File: config.mk
export PLATFORM = sky130hd
export DESIGN_NAME = alu_seq_flat
export DESIGN_NICKNAME = d
export VERILOG_FILES = /design/src/rtl/alu_pkg.sv /design/src/rtl/alu_seq_if.sv /design/src/rtl/mul8_shift.sv /design/src/rtl/alu_seq.sv /design/src/flat_wrapper.sv
export SDC_FILE = /design/constraint.sdc
export NUM_CORES = 1
export LEC_CHECK = 0
export ABC_CLOCK_PERIOD_IN_PS = 4180
export BUFFER_PORTS_ARGS = -buffer_cell sky130_fd_sc_hd__buf_2
export CAP_MARGIN = 20
export CORE_ASPECT_RATIO = 2
export CORE_MARGIN = 2
export CORE_UTILIZATION = 45
export CTS_CLUSTER_DIAMETER = 50
export DETAILED_ROUTE_END_ITERATION = 10
export SLEW_MARGIN = 20
export SYNTH_ARGS = -nofsm -noshare
export SYNTH_HDL_FRONTEND = slang
export SYNTH_SLANG_ARGS = --single-unit
export TNS_END_PERCENT = 100
File: constraint.sdc
create_clock -name clk -period 4.18 [get_ports clk]
set_input_delay 0.418 -clock clk [delete_from_list [all_inputs] [get_ports clk]]
set_output_delay 0.418 -clock clk [all_outputs]
set_load 0.01 [all_outputs]
File: src/rtl/alu_pkg.sv
// Shared definitions for the execute/write-back sequencer: widths, op codes,
// FSM states and the single-cycle result/flag evaluation.
package alu_pkg;

  localparam int W         = 8;
  localparam int RW        = 3;
  localparam int MUL_STEPS = 8;

  typedef enum logic [2:0] {
    OP_ADD = 3'b000,
    OP_SUB = 3'b001,
    OP_AND = 3'b010,
    OP_OR  = 3'b011,
    OP_XOR = 3'b100,
    OP_SHL = 3'b101,
    OP_MUL = 3'b110,
    OP_MOV = 3'b111
  } op_e;

  typedef enum logic [1:0] {
    IDLE  = 2'b00,
    FETCH = 2'b01,
    EXEC  = 2'b10,
    WB    = 2'b11
  } state_e;

  typedef struct packed {
    logic [W-1:0] res;
    logic         cf;
  } alu_res_t;

  // MUL takes its result from the iterative multiplier's product.
  function automatic alu_res_t alu_eval(input op_e op, input logic [W-1:0] a,
                                        input logic [W-1:0] b,
                                        input logic [2*W-1:0] prod);
    alu_res_t r;
    logic [W:0] s;
    r = '0;
    s = '0;
    case (op)
      OP_ADD: begin
        s     = {1'b0, a} + {1'b0, b};
        r.res = s[W-1:0];
        r.cf  = s[W];
      end
      OP_SUB: begin
        s     = {1'b0, a} - {1'b0, b};
        r.res = s[W-1:0];
        r.cf  = s[W];
      end
      OP_AND: r.res = a & b;
      OP_OR:  r.res = a | b;
      OP_XOR: r.res = a ^ b;
      OP_SHL: begin
        r.res = {a[W-2:0], 1'b0};
        r.cf  = a[W-1];
      end
      OP_MUL: begin
        r.res = prod[W-1:0];
        r.cf  = |prod[2*W-1:W];
      end
      OP_MOV: r.res = a;
      default: r = '0;
    endcase
    return r;
  endfunction

endpackage

File: src/rtl/alu_seq_if.sv
// Instruction request plus register-file read/write bus of the sequencer.
interface alu_seq_if;
  import alu_pkg::*;

  logic          start;
  logic [2:0]    op;
  logic [RW-1:0] ra;
  logic [RW-1:0] rb;
  logic [RW-1:0] rd;
  logic [RW-1:0] asel;
  logic [RW-1:0] bsel;
  logic [W-1:0]  aout;
  logic [W-1:0]  bout;
  logic          cload;
  logic [RW-1:0] csel;
  logic [W-1:0]  cin;
  logic          busy;
  logic          done;
  logic          zf;
  logic          cf;

  modport slave (
    input  start, op, ra, rb, rd, aout, bout,
    output asel, bsel, cload, csel, cin, busy, done, zf, cf
  );

  modport master (
    output start, op, ra, rb, rd, aout, bout,
    input  asel, bsel, cload, csel, cin, busy, done, zf, cf
  );

endinterface

File: src/rtl/mul8_shift.sv
// Iterative shift-add multiplier: one partial product per cycle while go is
// held, fin on the eighth cycle with prod carrying the complete product.
module mul8_shift
  import alu_pkg::*;
(
  input  logic             clk,
  input  logic             clrn,
  input  logic             go,
  input  logic [W-1:0]     a,
  input  logic [W-1:0]     b,
  output logic [2*W-1:0]   prod,
  output logic             fin
);

  localparam int CW = $clog2(MUL_STEPS);

  logic [2*W-1:0] acc_reg;
  logic [2*W-1:0] acc_next;
  logic [CW-1:0]  cnt_reg;
  logic [2*W-1:0] pp [W];

  genvar gi;
  generate
    for (gi = 0; gi < W; gi++) begin : g_pp
      assign pp[gi] = b[gi] ? ({{W{1'b0}}, a} << gi) : '0;
    end
  endgenerate

  assign acc_next = acc_reg + pp[cnt_reg];
  // prod includes the current step so the caller can capture it on fin.
  assign prod     = acc_next;
  assign fin      = go && (cnt_reg == CW'(MUL_STEPS - 1));

  always_ff @(posedge clk or negedge clrn) begin
    if (!clrn) begin
      acc_reg <= '0;
      cnt_reg <= '0;
    end else if (go) begin
      acc_reg <= acc_next;
      cnt_reg <= cnt_reg + CW'(1);
    end else begin
      acc_reg <= '0;
      cnt_reg <= '0;
    end
  end

endmodule

File: src/rtl/alu_seq.sv
// Execute/write-back sequencer: IDLE -> FETCH -> EXEC (1 or 8 cycles) -> WB,
// reading operands from and writing the result back into the register file.
module alu_seq
  import alu_pkg::*;
(
  input  logic      clk,
  input  logic      clrn,
  alu_seq_if.slave  bus
);

  state_e         state_reg;
  state_e         state_next;
  op_e            op_reg;
  logic [RW-1:0]  ra_reg;
  logic [RW-1:0]  rb_reg;
  logic [RW-1:0]  rd_reg;
  logic [W-1:0]   opa_reg;
  logic [W-1:0]   opb_reg;
  logic [W-1:0]   res_reg;
  logic           zf_reg;
  logic           cf_reg;

  logic           accept;
  logic           mul_go;
  logic           mul_fin;
  logic [2*W-1:0] mul_prod;
  alu_res_t       alu_out;

  assign accept  = (state_reg == IDLE) && bus.start;
  assign mul_go  = (state_reg == EXEC) && (op_reg == OP_MUL);
  assign alu_out = alu_eval(op_reg, opa_reg, opb_reg, mul_prod);

  mul8_shift u_mul (
    .clk  (clk),
    .clrn (clrn),
    .go   (mul_go),
    .a    (opa_reg),
    .b    (opb_reg),
    .prod (mul_prod),
    .fin  (mul_fin)
  );

  always_comb begin
    state_next = state_reg;
    case (state_reg)
      IDLE:    if (bus.start) state_next = FETCH;
      FETCH:   state_next = EXEC;
      EXEC:    if ((op_reg != OP_MUL) || mul_fin) state_next = WB;
      WB:      state_next = IDLE;
      default: state_next = IDLE;
    endcase
  end

  always_ff @(posedge clk or negedge clrn) begin
    if (!clrn) begin
      state_reg <= IDLE;
      op_reg    <= OP_ADD;
      ra_reg    <= '0;
      rb_reg    <= '0;
      rd_reg    <= '0;
      opa_reg   <= '0;
      opb_reg   <= '0;
      res_reg   <= '0;
      zf_reg    <= 1'b0;
      cf_reg    <= 1'b0;
    end else begin
      state_reg <= state_next;
      if (accept) begin
        op_reg <= op_e'(bus.op);
        ra_reg <= bus.ra;
        rb_reg <= bus.rb;
        rd_reg <= bus.rd;
      end
      if (state_reg == FETCH) begin
        opa_reg <= bus.aout;
        opb_reg <= bus.bout;
      end
      // Result and flags land on entry to WB so they are valid alongside cload.
      if ((state_reg == EXEC) && (state_next == WB)) begin
        res_reg <= alu_out.res;
        zf_reg  <= (alu_out.res == '0);
        cf_reg  <= alu_out.cf;
      end
    end
  end

  assign bus.asel  = ra_reg;
  assign bus.bsel  = rb_reg;
  assign bus.cload = (state_reg == WB);
  assign bus.done  = (state_reg == WB);
  assign bus.csel  = rd_reg;
  assign bus.cin   = res_reg;
  assign bus.busy  = (state_reg != IDLE);
  assign bus.zf    = zf_reg;
  assign bus.cf    = cf_reg;

endmodule

File: src/flat_wrapper.sv
// flat-port wrapper written by rule: the top's interface ports become plain ports
module alu_seq_flat import alu_pkg::*;
  (clk, clrn, bus_start, bus_op, bus_ra, bus_rb, bus_rd, bus_aout, bus_bout, bus_asel, bus_bsel, bus_cload, bus_csel, bus_cin, bus_busy, bus_done, bus_zf, bus_cf);
  alu_seq_if bus_i ();
  input  logic clk;
  input  logic clrn;
  input wire logic [$bits(bus_i.start)-1:0] bus_start;
  input wire logic [$bits(bus_i.op)-1:0] bus_op;
  input wire logic [$bits(bus_i.ra)-1:0] bus_ra;
  input wire logic [$bits(bus_i.rb)-1:0] bus_rb;
  input wire logic [$bits(bus_i.rd)-1:0] bus_rd;
  input wire logic [$bits(bus_i.aout)-1:0] bus_aout;
  input wire logic [$bits(bus_i.bout)-1:0] bus_bout;
  output wire logic [$bits(bus_i.asel)-1:0] bus_asel;
  output wire logic [$bits(bus_i.bsel)-1:0] bus_bsel;
  output wire logic [$bits(bus_i.cload)-1:0] bus_cload;
  output wire logic [$bits(bus_i.csel)-1:0] bus_csel;
  output wire logic [$bits(bus_i.cin)-1:0] bus_cin;
  output wire logic [$bits(bus_i.busy)-1:0] bus_busy;
  output wire logic [$bits(bus_i.done)-1:0] bus_done;
  output wire logic [$bits(bus_i.zf)-1:0] bus_zf;
  output wire logic [$bits(bus_i.cf)-1:0] bus_cf;
  assign bus_i.start = bus_start;
  assign bus_i.op = bus_op;
  assign bus_i.ra = bus_ra;
  assign bus_i.rb = bus_rb;
  assign bus_i.rd = bus_rd;
  assign bus_i.aout = bus_aout;
  assign bus_i.bout = bus_bout;
  assign bus_asel = bus_i.asel;
  assign bus_bsel = bus_i.bsel;
  assign bus_cload = bus_i.cload;
  assign bus_csel = bus_i.csel;
  assign bus_cin = bus_i.cin;
  assign bus_busy = bus_i.busy;
  assign bus_done = bus_i.done;
  assign bus_zf = bus_i.zf;
  assign bus_cf = bus_i.cf;
  alu_seq u_core (.clk(clk), .clrn(clrn), .bus(bus_i));
endmodule
== Word level (Yosys, flattened, before mapping) ==
Cells that the tools add are included.

* $add $sub $neg: 4
* $lt $le $gt $ge: 1
* Eq/ne operators: 13
* Mux-type cells: 18
* Bitwise gates (word level): 4
* Reductions and logical operators: 10

{| class="wikitable"
|+ Operators by type and width
! cell !! count
|-
| $pmux 8 s8 || 1
|-
| $bmux 16 s3 || 1
|-
| $mux 16 || 3
|-
| $add 16x16->16 || 1
|-
| $eq 3x3->1 const B || 5
|-
| $mux 15 || 1
|-
| $mux 14 || 1
|-
| $mux 13 || 1
|-
| $mux 12 || 1
|-
| $mux 11 || 1
|-
| $mux 10 || 1
|-
| $add 8x8->9 || 1
|-
| $mux 9 || 1
|-
| $sub 8x8->9 || 1
|-
| $and 8x8->8 || 1
|-
| $logic_not 8->1 || 1
|-
| $mux 8 || 1
|-
| $or 8x8->8 || 1
|-
| $pmux 2 s4 || 1
|-
| $reduce_or 8->1 || 1
|-
| $xor 8x8->8 || 1
|-
| $eq 2x2->1 const B || 3
|-
| $eq 3x2->1 const B || 2
|-
| $ge 4x4->1 const B || 1
|-
| other kinds (13) || 17
|}

* Register bits after elaboration: 59
* Output and inout port bits: 22

== Logic depth before layout (Yosys ltp) ==
* Word-level depth: 8
* Mapped depth: 16

== By module ==
A second synthesis with hierarchy kept.

* Cells, all modules: 592
* Area, all modules: 5106.1 µm²

{| class="wikitable"
|+ By module, submodules not included
! module !! times used !! cells an instance !! area an instance (µm²) !! sequential area each (µm²)
|-
| alu_seq || 1 || 322 || 3027.9 || 1001.0
|-
| mul8_shift || 1 || 270 || 2078.2 || 475.5
|}

== Worst setup path before layout ==
No wires, ideal clock.

* Path type: reg2reg
* Start: reg u_core.u_mul.cnt_reg[0]
* End: reg u_core.cf_reg, in the netlist u_core.bus.cf
* Library setup time: 0.128 ns
* Data arrival time: 3.217 ns
* Required time: 4.052 ns
* Path slack: 0.836 ns
* Stages on the path, launching flop included: 15
* Buffers on the path: 3
* Clock period less this slack: 3.344 ns
* Path through: dfrtp_1 -> clkbuf_1 -> clkbuf_1 -> buf_1 -> nor4_1 -> ha_1 -> fa_1 -> a211oi_2 -> o31ai_2 -> a21oi_1 -> o21ai_2 -> or4bb_1 -> o311ai_0 -> and4b_1 -> a21oi_1

* Cells in the longest elaborated chain, start to end: 7
* Elaborated cells between the ends (all ways): 14
* Those cells by class: add/sub: 1; eq/ne: 2; mux: 6; bitwise: 1; reduce/logical: 4

{| class="wikitable"
|+ RTL lines
! element !! line !! text
|-
| start: declaration || mul8_shift.sv:19 || <nowiki>logic [CW-1:0] cnt_reg;</nowiki>
|-
| start signal: assignment || mul8_shift.sv:40 || <nowiki>cnt_reg <= cnt_reg + CW'(1);</nowiki>
|-
| $not 3->4 (not written as such) / $eq 3x3->1 (equally long branches) || mul8_shift.sv:29, mul8_shift.sv:32 ||
|-
| $bmux 16 s3 / $logic_and 1x1->1 (equally long branches) || mul8_shift.sv:29, mul8_shift.sv:32 ||
|-
| $mux 16 (not written as such) / $logic_or 1x1->1 (equally long branches) || mul8_shift.sv:29, alu_seq.sv:48 ||
|-
| $mux 16 (not written as such) / $mux 2 (equally long branches) || mul8_shift.sv:29, alu_seq.sv:48 ||
|-
| $add 16x16->16 / $pmux 2 s4 (equally long branches) || mul8_shift.sv:29, alu_seq.sv:45 ||
|-
| $reduce_or 8->1 / $eq 2x2->1 (equally long branches) || alu_pkg.sv:60, alu_seq.sv:79 ||
|-
| $pmux 1 s4 / $logic_and 1x1->1 (equally long branches) || alu_pkg.sv:40, alu_seq.sv:79 ||
|-
| end signal: assignment || alu_seq.sv:82 || <nowiki>cf_reg <= alu_out.cf;</nowiki>
|-
| end: declaration || alu_seq.sv:21 || <nowiki>logic cf_reg;</nowiki>
|}

Parallel ways exist; a longest one is shown, timed or not. The select of a mux whose other input is x is not followed.
A chain may end at the register's enable or synchronous reset.

== Worst setup path in the final report ==
* Start: reg u_core.opa_reg[0]
* End: reg u_core.zf_reg, in the netlist u_core.bus.zf

* Cells in the longest elaborated chain, start to end: 7
* Elaborated cells between the ends (all ways): 19
* Those cells by class: add/sub: 3; mux: 12; bitwise: 3; reduce/logical: 1

{| class="wikitable"
|+ RTL lines
! element !! line !! text
|-
| start: declaration || alu_seq.sv:17 || <nowiki>logic [W-1:0] opa_reg;</nowiki>
|-
| start signal: assignment || alu_seq.sv:75 || <nowiki>opa_reg <= bus.aout;</nowiki>
|-
| $mux 8, or another cell as far along || mul8_shift.sv:25 || <nowiki>assign pp[gi] = b[gi] ? ({{W{1'b0}}, a} << gi) : '0;</nowiki>
|-
| $bmux 16 s3 || mul8_shift.sv:29 || <nowiki>assign acc_next = acc_reg + pp[cnt_reg];</nowiki>
|-
| $mux 16 (not written as such) (2 in a row) || mul8_shift.sv:29 ||
|-
| $add 16x16->16 || mul8_shift.sv:29 ||
|-
| $pmux 8 s8 (*) || alu_pkg.sv:40 || <nowiki>case (op)</nowiki>
|-
| $logic_not 8->1 (*) || alu_seq.sv:81 || <nowiki>zf_reg <= (alu_out.res == '0);</nowiki>
|-
| end signal: assignment || alu_seq.sv:81 ||
|-
| end: declaration || alu_seq.sv:20 || <nowiki>logic zf_reg;</nowiki>
|}

Every way passes the cells marked *; elsewhere a longest branch is shown, timed or not. The select of a mux whose other input is x is not followed.

==> flow_summary.toml <==
[global_route]
grt_first_pass_wirelength_um = 24500
grt_use_total_pct = 27.8
grt_start_max_net_pins = 38
antenna_found_initial = 0
grt_pass1_vias = 4553
grt_overflow_total = 0

[floorplan]
die_h_um = 151
rows = 53
start_util_pct = 46.3
pin_count = 53
dieArea_um2 = 11700
die_w_um = 77.6
core_area_um2 = 10500

[clocking]
clk_latency_ns = 0.34
postCtsHoldBufs = 0
cts-root-buf = "clkbuf_16"
post_cts_buffers = 0
clkTransAtPathRegs_ns = 0.06
cts_buffers = 9
cts_tree = "yes"
cts.sinks = 59
clockBufferDepth = 2
ctsResizeCount = 0
htreeDepth = 3

[final_layout]
final_cell_area_um2 = 5560
fin_nets = 682
layout_common_cells = "dfrtp_1, nor2_1, buf_2"
largest_reg_flops = 16
fillCellCount = 1026
final_common_cell = "dfrtp_1"
diodes = 0
fin_cells = 742
syn2layout_area_growth_pct = 14.0
drive_gt1_share_pct = 19.3

[place]
placed_area_um2 = 5250
place_inst = 726
port_buffers = 52
place.gp.congestion = 1.01
pre_cts_slack_ns = 0.486
hpwl_um = 12100

[synthesis]
yosys_warnings = 0
synth_area_per_cell_um2 = 8.71
yosysUniqueCellTypes = 75
synth-async-reset-ratio_pct = 100
ys_ff_latch = 59
synth_edf_count = 0
syn-cell-area_um2 = 4880
ys.flop_type = "dfrtp_1"
synth_cells = 560
yosysSeqAreaShare_pct = 30.3
syn_nets = 642

[worst_setup_path]
cp-start-kind = "register"
r2r_slack_ns = 0.42
endpoint_kind = "register"
endpoint = "u_core.bus.zf"
cp_max_fo = 8
required_ns = 4.41
crit_arrival_ns = 3.99
startpoint = "u_core.opa_reg[0]"
reg2reg_depth = 12
reg2reg_from = "u_core.opa_reg[0]"
r2r_end = "u_core.bus.zf"
crit_type = "register to register"

[timing]
final_hold_viol_count = 0
fin_skew_ns = 0.00707
timing.final.max_slew_violations = 0
maxSlewHeadroom_pct = 45.0
setup_viol = 0
rsz0062_at_grt = "false"
hold_ws_ns = 0.0704
fin_crit_sh_pct = 89.9
worst_slew_pin_slew_ns = 0.825
fmax_mhz = 266
fin_setup_tns_ns = 0
fin_ws_ns = 0.424
fin_crit_ns = 3.76

[drt]
vias_per_cell = 6.07
final_antenna_net_count = 0
via_count = 4505
post_drt_wl_per_cell_um = 20.9
drt_iter0_drc = 345
dr.pass1.iters = 5
drc = 0
drt_wl_total_um = 15500

[run]
max_cap_violations = 0

[min_path]
hp-class = "input pin to asynchronous set/reset pin"

[pwr]
leakagePower_nw = 2.55
ir_worst_vdd_v = 0.000435
power.density_nw_per_um2 = 803

[run_status]
run_status = "completed"
per-stage QoR:
stage / power (mW) / util [%]
global placement: 3.62 / 49.8
CTS: 4.45 / 52.7
global route: 4.80 / 52.7
floorplan: 2.85 / -
detailed placement: 3.67 / 49.8
finish: 4.46 / 52.7
cells by family after synthesis:
kind of cell,count (synthesis),share of synthesized area [%]
AND/OR/NAND/NOR,153,14.6
multiplexers,23,6.18
adder cells (fa/ha/maj),51,13.5
XOR/XNOR,18,3.23
AO/OA/AOI/OAI,179,25.8
buffers and inverters,77,6.39
flip-flops,59,30.3
area by class of cell:
class	count	area (um^2)	share of cell area, %
Tap cell	137	171	3.08
Multi-Input combinational cell	424	3090	55.6
Clock inverter	7	81.3	1.46
Sequential cell	59	1480	26.6
Inverter	41	154	2.77
Clock buffer	9	225	4.05
Timing Repair Buffer	65	358	6.44
worst min path at each step:
stage	cells after the start	slack [ns]	endpoint	from
3_3_place_gp	1	0.43	u_core.opa_reg[3]	clrn
5_1_grt	1	0.11	u_core.opa_reg[3]	clrn
4_1_cts	1	0.09	u_core.opa_reg[3]	clrn
2_1_floorplan	0	0.12	u_core.bus.asel[0]	clrn
3_5_place_dp	1	0.44	u_core.opa_reg[3]	clrn
6_report	1	0.07	u_core.opa_reg[1]	clrn
worst max-delay path, stage by stage (launching register included):
cell and delay [ns]:
dfrtp_1 0.53, ha_1 0.32, inv_1 0.11, nor4_1 0.35
ha_1 0.27, fa_1 0.25, a211oi_2 0.10, o31ai_2 0.34
xnor2_1 0.31, o221ai_1 0.24, o311ai_0 0.36, a2bb2oi_1 0.17
o41ai_2 0.30
metal layers:
layer / track usage [%] / vias to the layer above / share of wire, %
li1: - / 2105 / -
met5: 0 / - / 0
met1: 28.5 / 2154 / 35
met4: 25.5 / 0 / 9.6
met3: 3.75 / 64 / 3.7
met2: 47.9 / 182 / 52
synth_stat cells, types with 8 or more instances:
cell type	number	area [um^2]
o31ai_1	8	60.1
nand2_1	46	173
o21ai_0	46	230
dfrtp_1	59	1480
xnor2_1	12	105
nor2_1	52	195
ha_1	48	601
a21oi_1	39	195
nand3_1	12	60.1
clkbuf_1	24	90.1
mux2_2	17	191
inv_1	39	146
a32oi_1	12	105
power by group:
group | switching, mW | total (mW) | internal [mW]
Clock | 0.303 | 0.773 | 0.471
Combinational | 1.56 | 2.61 | 1.05
Sequential | 0.322 | 1.09 | 0.763
Power figures use the tool's default switching activity.
